## config.mk

```make
export PLATFORM = sky130hd
export DESIGN_NAME = div_scheduler
export DESIGN_NICKNAME = d
export VERILOG_FILES = /design/src/rtl/div_scheduler.sv
export SDC_FILE = /design/constraint.sdc
export NUM_CORES = 1
export LEC_CHECK = 0
export ABC_AREA = 1
export CAP_MARGIN = 20
export CELL_PAD_IN_SITES_DETAIL_PLACEMENT = 0
export CELL_PAD_IN_SITES_GLOBAL_PLACEMENT = 2
export CORE_AREA = 2 2 179 181
export DETAILED_ROUTE_END_ITERATION = 7
export DIE_AREA = 0 0 181 183
export DONT_BUFFER_PORTS = 1
export GPL_TIMING_DRIVEN = 0
export PLACE_DENSITY = 0.75
export SYNTH_ARGS = -nofsm -noshare
export SYNTH_HDL_FRONTEND = slang
export SYNTH_SLANG_ARGS = --single-unit
```

## constraint.sdc

```tcl
create_clock -name clk -period 5.2 [get_ports clk]
set_clock_uncertainty 0.05 [all_clocks]
set_input_delay 0.78 -clock clk [delete_from_list [all_inputs] [get_ports clk]]
set_output_delay 0.78 -clock clk [all_outputs]
set_load 0.02 [all_outputs]
```

## src/rtl/div_scheduler.sv

```systemverilog
// div_scheduler: round-robin arbiter sharing one external divider among four
// requesters, one operation in flight, with divide-by-zero and timeout errors.
module div_scheduler #(
    parameter int TIMEOUT = 40
) (
    input  logic         clk,
    input  logic         rst,
    input  logic [3:0]   req_valid,
    input  logic [127:0] req_a,
    input  logic [127:0] req_b,
    output logic [3:0]   req_ready,
    output logic         div_in_en,
    output logic [31:0]  div_a,
    output logic [31:0]  div_b,
    input  logic         div_out_en,
    input  logic [31:0]  div_q,
    input  logic [31:0]  div_r,
    output logic         rsp_valid,
    input  logic         rsp_ready,
    output logic [1:0]   rsp_id,
    output logic [31:0]  rsp_q,
    output logic [31:0]  rsp_r,
    output logic         rsp_error,
    output logic [1:0]   dbg_state
);

    localparam int CW = $clog2(TIMEOUT + 1) + 1;

    typedef enum logic [1:0] {
        IDLE  = 2'd0,
        ISSUE = 2'd1,
        WAIT  = 2'd2,
        RESP  = 2'd3
    } state_e;

    state_e        state_q;
    logic [1:0]    last_grant_q;
    logic [CW-1:0] cnt_q;
    logic          div_in_en_q;
    logic [31:0]   div_a_q;
    logic [31:0]   div_b_q;
    logic          rsp_valid_q;
    logic          rsp_error_q;
    logic [1:0]    rsp_id_q;
    logic [31:0]   rsp_quo_q;
    logic [31:0]   rsp_rem_q;

    logic          grant_found;
    logic [1:0]    grant_idx;
    logic [1:0]    scan_idx;
    logic [31:0]   grant_a;
    logic [31:0]   grant_b;

    // Scan upward from the requester after the last grant, wrapping, so the
    // most recently served requester has the lowest priority.
    always_comb begin
        grant_found = 1'b0;
        grant_idx   = 2'd0;
        scan_idx    = 2'd0;
        for (int k = 1; k <= 4; k++) begin
            scan_idx = last_grant_q + 2'(k);
            if (!grant_found && req_valid[scan_idx]) begin
                grant_found = 1'b1;
                grant_idx   = scan_idx;
            end
        end
    end

    assign grant_a = req_a[{grant_idx, 5'd0} +: 32];
    assign grant_b = req_b[{grant_idx, 5'd0} +: 32];

    // Handshakes: a request transfers on a clock edge where req_valid[n] and
    // req_ready[n] are both high; a response transfers on an edge where
    // rsp_valid and rsp_ready are both high. Valid never waits on ready.
    assign req_ready = (state_q == IDLE && grant_found) ? (4'b0001 << grant_idx) : 4'b0000;

    always_ff @(posedge clk or posedge rst) begin
        if (rst) begin
            state_q      <= IDLE;
            last_grant_q <= 2'd3;
            cnt_q        <= '0;
            div_in_en_q  <= 1'b0;
            div_a_q      <= 32'd0;
            div_b_q      <= 32'd0;
            rsp_valid_q  <= 1'b0;
            rsp_error_q  <= 1'b0;
            rsp_id_q     <= 2'd0;
            rsp_quo_q    <= 32'd0;
            rsp_rem_q    <= 32'd0;
        end else begin
            case (state_q)
                IDLE: begin
                    if (grant_found) begin
                        last_grant_q <= grant_idx;
                        rsp_id_q     <= grant_idx;
                        if (grant_b == 32'd0) begin
                            rsp_valid_q <= 1'b1;
                            rsp_error_q <= 1'b1;
                            rsp_quo_q   <= 32'd0;
                            rsp_rem_q   <= 32'd0;
                            state_q     <= RESP;
                        end else begin
                            div_a_q     <= grant_a;
                            div_b_q     <= grant_b;
                            div_in_en_q <= 1'b1;
                            state_q     <= ISSUE;
                        end
                    end
                end
                ISSUE: begin
                    div_in_en_q <= 1'b0;
                    cnt_q       <= '0;
                    state_q     <= WAIT;
                end
                WAIT: begin
                    // A completion arriving in the timeout cycle still counts.
                    if (div_out_en) begin
                        rsp_valid_q <= 1'b1;
                        rsp_error_q <= 1'b0;
                        rsp_quo_q   <= div_q;
                        rsp_rem_q   <= div_r;
                        div_a_q     <= 32'd0;
                        div_b_q     <= 32'd0;
                        state_q     <= RESP;
                    end else if (cnt_q == CW'(TIMEOUT)) begin
                        rsp_valid_q <= 1'b1;
                        rsp_error_q <= 1'b1;
                        rsp_quo_q   <= 32'd0;
                        rsp_rem_q   <= 32'd0;
                        div_a_q     <= 32'd0;
                        div_b_q     <= 32'd0;
                        state_q     <= RESP;
                    end else begin
                        cnt_q <= cnt_q + CW'(1);
                    end
                end
                RESP: begin
                    if (rsp_ready) begin
                        rsp_valid_q <= 1'b0;
                        state_q     <= IDLE;
                    end
                end
                default: state_q <= IDLE;
            endcase
        end
    end

    assign div_in_en = div_in_en_q;
    assign div_a     = div_a_q;
    assign div_b     = div_b_q;
    assign rsp_valid = rsp_valid_q;
    assign rsp_error = rsp_error_q;
    assign rsp_id    = rsp_id_q;
    assign rsp_q     = rsp_quo_q;
    assign rsp_r     = rsp_rem_q;
    assign dbg_state = state_q;

endmodule

```

==> results of run 1 <==
## Yosys cell counts, drive strengths merged (2+ instances only)
| cell type | count | area [um2] |
|---|---|---|
| a21oi | 42 | 214 |
| a22oi | 64 | 480 |
| buf | 55 | 354 |
| clkbuf | 32 | 120 |
| dfrtp | 142 | 3550 |
| dfstp | 2 | 52.6 |
| ha | 6 | 75.1 |
| inv | 94 | 353 |
| nand2 | 487 | 1840 |
| nand3 | 198 | 996 |
| nor2 | 159 | 617 |
| nor3 | 4 | 20.0 |
| nor4 | 2 | 12.5 |
| o21ai | 11 | 55.1 |
## routing by layer
metal / up-vias / GRT usage, % / part of all wire (%)
li1: 4207 / - / -
met1: 4125 / 25.4 / 40
met2: 370 / 38.3 / 49
met3: 52 / 6.69 / 8.0
met4: 2 / 8.39 / 3.1
met5: - / 0 / 0.038
## worst max-delay path: cells and delay by family (launching register included)
family	cells	cell delay [ps]
and+or+nand+nor	19	2430
buffers and inverters	5	920
DFF	1	540
## sequential cells by signal (all words and copies together), names as in the netlist
signal        flops
div_in_en         1
rsp_error         1
cnt_q             7
last_grant_q      2
dbg_state         2
rsp_valid         1
rsp_r            32
div_b            32
div_a            32
rsp_id            2
rsp_q            32
## per-stage QoR
stage          setup TNS [ps]  hold slack [ps]  setup WS, ps  instances  instance area [um2]
6_report                    0              200          1130       1738                 9930
5_1_grt                     0              216           684       1738                 9930
4_1_cts                     0              205           988       1736                 9920
3_5_place_dp                0              458           942       1704                 9300
3_3_place_gp          -221350              446         -1580       1703                 9270
2_1_floorplan               0              420           507       1301                 8760
## cell type report
type | instances | area [um2]
fillers | 3510 | 21300
multi-input cells | 976 | 4330
flip-flops and latches | 144 | 3610
well taps | 402 | 503
plain buffers | 87 | 474
clock buffers | 19 | 443
inverters | 94 | 360
clock inverters | 13 | 176
repair buffers | 1 | 27.5
diodes | 2 | 5.00
## cell families (layout without fill, tap and decap cells)
group,after synthesis,after routing,synth area share (%)
buffers and inverters,181,214,9.44
and+or+nand+nor,852,852,39.9
AOI/OAI and AO/OA,118,118,8.64
adders and majority gates,6,6,0.857
DFF,144,144,41.1
other,0,2,0
## path summary, 6_finish.rpt
check	startpoint	slack, ps	end
worst max-delay path	last_grant_q[0]	1130	rsp_r[4]
worst min-delay path	rst	200	rsp_r[14]
worst max register to register	last_grant_q[0]	1130	rsp_r[4]
worst min register to register	cnt_q[0]	460	cnt_q[0]
max in group asynchronous	rst	4080	last_grant_q[1]
min in group clk	cnt_q[0]	460	cnt_q[0]
==> flow_metrics.env, run 1 <==
export IMPL_wire_per_inst_um=21.3
export IMPL_slowest_delay_ps=540
export IMPL_die_x_um=181
export IMPL_vias=8756
export IMPL_critical_path_arrival_ps=4370
export IMPL_antenna_left=0
export IMPL_cts_repair_resize_count=0
export IMPL_drt_iter0_drc=676
export IMPL_io_pins=467
export IMPL_start_util_pct=28.1
export IMPL_root_buffer="clkbuf_16"
export IMPL_post_route_min_period_ps=4070
export IMPL_synth_yosys_warnings=0
export IMPL_grt_overflow_total=0
export IMPL_hp_class="in -> async"
export IMPL_cts_sinks=144
export IMPL_grt_pass1_wl_um=54700
export IMPL_outcome="finished with violations"
export IMPL_wirelength_um=37000
export IMPL_viasPerCell=5.04
export IMPL_mostFrequentLayoutCells="482 x nand2_1, 197 x nand3_1, 155 x nor2_1"
export IMPL_drc=1
export IMPL_rows=65
export IMPL_netlist_cell_type_count=27
export IMPL_ys_flop_type="dfrtp_1"
export IMPL_tightest_slew_ps=876
export IMPL_cp_common_cell="nand2_1"
export IMPL_syn_area_um2=8760
export IMPL_cts_buffer_depth=2
export IMPL_maxCapViolCount=0
export IMPL_setup_viol_count_final=0
export IMPL_clkLatencyLatePin_ps=430
export IMPL_slew_headroom_pct=41.6
export IMPL_synth_edf_count=0
export IMPL_clock_fmax_mhz=246
export IMPL_rsz0062_at_grt="no"
export IMPL_grt_usage_pct=22.0
export IMPL_antenna_found_initial=3
export IMPL_gp_congestion=0.897
export IMPL_violations="DRC"
export IMPL_synth_avg_cell_area_um2=6.74
export IMPL_yosysSeqAreaShare_pct=41.1
export IMPL_cts_tree="built"
export IMPL_final_core_util_pct=31.8
export IMPL_path_cells="buf_4 -> nand2_1 -> nand2_1 -> nand2_1 -> nand2_1 -> nor2_2 -> nand3_1 -> inv_2 -> nor2_4 -> nor2_4 -> buf_2 -> nand2_1 -> nand2_1 -> nor2_1 -> nand2_1 -> nor2_1 -> nand2_1 -> nor2_1 -> nand2_1 -> nand2_2 -> buf_4 -> buf_4 -> nand3_1 -> nand2_1"
export IMPL_fin_crit_sh_pct=78.2
export IMPL_final_layout_size_suffix_gt1_share_pct=7.20
export IMPL_core_um2=31200
export IMPL_synth_cells=1301
export IMPL_drv_slew=0
export IMPL_reg2regPathDepth=24
export IMPL_area_growth_pct=13.3
export IMPL_critPathKind="reg -> reg"
export IMPL_critical_path_peak_fanout=10
export IMPL_crit_path_top_delay_cell="dfstp_2"
export IMPL_cts_max_level=4
export IMPL_final_common_cell="nand2_1"
export IMPL_dp_hpwl_um=29500
export IMPL_clk_pin_slew_worst_paths_ps=70
export IMPL_end_kind="flop"
export IMPL_ctsHoldBuffers=0
export IMPL_fp_dieH_um=183
export IMPL_cp_start_kind="flop"
export IMPL_cts_buffers=17
export IMPL_grt_max_degree=78
export IMPL_grt_pass1_vias=8690
export IMPL_num_nets_final=1655
export IMPL_syn_nets=1635
export IMPL_die_area_um2=33100
export IMPL_required_ps=5500
export IMPL_port_buffers=0
export IMPL_drtPass1Iterations=7
export IMPL_ys_seq_elements=144
export IMPL_cts_setup_buffers=0
export IMPL_hold_viol_final=0
export IMPL_ys_async_sr_fraction_pct=100
Power of run 1 is left out: the tool's default activity adds up to more than one toggle a clock period on the data nets, which glitch-free logic cannot reach.
==> run 2, diff against run 1 <==
Settings changed: CORE_AREA 2 2 179 181 to 2 2 183 185, DIE_AREA 0 0 181 183 to 0 0 185 187.
Clock period 5.2 ns to 3.5 ns, I/O delays scaled along.
==> flow_metrics.env, run 2 (synthesis results as in run 1) <==
export IMPL_placed_area_um2=9410
export IMPL_hold_viol_final=0
export IMPL_gp_congestion=0.886
export IMPL_drtPass1Iterations=5
export IMPL_cts_buffer_depth=2
export IMPL_root_buffer="clkbuf_16"
export IMPL_timing_rr_start="last_grant_q[0]"
export IMPL_cp_common_cell="nand2_2"
export IMPL_clk_pin_slew_worst_paths_ps=70
export IMPL_wire_per_inst_um=20.9
export IMPL_rows=67
export IMPL_die_x_um=185
export IMPL_grt_usage_pct=21.6
export IMPL_rsz0062_at_grt="yes"
export IMPL_final_layout_size_suffix_gt1_share_pct=23.3
export IMPL_grt_overflow_total=0
export IMPL_num_nets_final=1707
export IMPL_clock_fmax_mhz=295
export IMPL_critPathKind="reg -> reg"
export IMPL_hp_class="in -> reg"
export IMPL_end_kind="flop"
export IMPL_cts_buffers=17
export IMPL_critical_path_peak_fanout=7
export IMPL_cp_start_kind="flop"
export IMPL_setup_viol_count_final=0
export IMPL_slowest_delay_ps=570
export IMPL_post_route_min_period_ps=3390
export IMPL_die_area_um2=34600
export IMPL_antenna_left=0
export IMPL_worst_hold_path_endpoint="rsp_q[19]"
export IMPL_clkLatencyLatePin_ps=430
export IMPL_drv_slew=0
export IMPL_core_um2=32900
export IMPL_vias=9015
export IMPL_fill_cells=3671
export IMPL_grt_pass1_vias=9092
export IMPL_grt_pass1_wl_um=55400
export IMPL_io_pins=467
export IMPL_fp_dieH_um=187
export IMPL_dp_hpwl_um=30100
export IMPL_rrSetupSlack_ps=110
export IMPL_grt_max_degree=41
export IMPL_stdcell_area_um2=11400
export IMPL_slew_headroom_pct=47.2
export IMPL_tightest_slew_ps=792
export IMPL_cts_tree="built"
export IMPL_antenna_found_initial=1
export IMPL_r2r_end="rsp_q[16]"
export IMPL_start_util_pct=26.7
export IMPL_mostFrequentLayoutCells="377 x nand2_1, 184 x nand3_1, 142 x dfrtp_1"
export IMPL_drc=0
export IMPL_critical_path_arrival_ps=3660
export IMPL_final_common_cell="nand2_1"
export IMPL_cts_max_level=4
export IMPL_outcome="finished clean"
export IMPL_diodes=0
export IMPL_drt_iter0_drc=576
export IMPL_port_buffers=0
export IMPL_reg2regPathDepth=27
export IMPL_area_growth_pct=30.4
export IMPL_viasPerCell=4.92
export IMPL_maxCapViolCount=0
export IMPL_cts_sinks=144
export IMPL_min_from="div_q[19]"
export IMPL_wirelength_um=38400
export IMPL_holdPathStages=4
export IMPL_crit_path_top_delay_cell="dfstp_2"
export IMPL_fin_crit_sh_pct=96.9
export IMPL_required_ps=3770
[run 2: changes by cell type in the layout (fill, tap and decap cells not counted), moves of 7 or more]
cell | before | now
buf_12 | 0 | 8
buf_2 | 22 | 8
buf_4 | 12 | 51
buf_8 | 0 | 13
clkbuf_1 | 33 | 26
nand2_1 | 482 | 377
nand2_2 | 5 | 91
nand2_4 | 0 | 19
nand3_1 | 197 | 184
nand3_2 | 1 | 12
nor2_1 | 155 | 112
nor2_2 | 2 | 10
nor2_4 | 2 | 37
[run 2: how the worst max path moves through the flow]
stage | slack (ps) | from | to
final | 110 | last_grant_q[0] | rsp_q[16]
after global routing | -70 | last_grant_q[0] | rsp_q[16]
after CTS | 3 | last_grant_q[0] | rsp_r[27]
after detailed placement | -680 | last_grant_q[0] | div_b[2]
after global placement | -680 | last_grant_q[0] | div_a[28]
after floorplan | 590 | last_grant_q[0] | rsp_q[0]
[run 2: layout make-up]
cell class	count	area, um2	share of cell area, %
Sequential cell	144	3610	31.6
Inverter	94	367	3.21
Multi-Input combinational cell	976	5080	44.4
Clock inverter	14	158	1.38
Clock buffer	18	429	3.76
Buffer	87	644	5.64
Tap cell	448	561	4.91
Timing Repair Buffer	53	583	5.10
[run 2: layer usage]
metal  wire, um  track usage, %
met1      15000            24.9
met2      19300            38.0
met3       2960            5.78
met4       1220            7.75
met5          9               0
[run 2: repair_timing]
item / in CTS / in global routing
endpoints found under the setup margin: 135 / 133
resized for setup: 100 / 200
pin swaps: 20 / 74
endpoints found under the hold margin: 17 / 0
cloned: 3 / 6
hold buffers: 1 / 0
buffers inserted: 18 / 21
[run 2: stage by stage]
step           setup TNS, ps  util [%]  cells  setup WS (ps)  hold WS [ps]
3_3_place_gp          -79580      28.4   1749           -679           445
5_1_grt                -4090      34.8   1834          -71.2           241
4_1_cts                    0      32.0   1807           3.29           234
6_report                   0      34.8   1834            108           257
3_5_place_dp          -79240      28.6   1753           -682           400
2_1_floorplan              0         -   1301            587           420
[run 2: critical path: cells and delay by family, from the launching register on]
| family | cells | cell delay (ps) |
|---|---|---|
| buffers and inverters | 8 | 1020 |
| DFF | 1 | 570 |
| and+or+nand+nor | 19 | 1630 |
Power of run 2 is left out for the same reason.
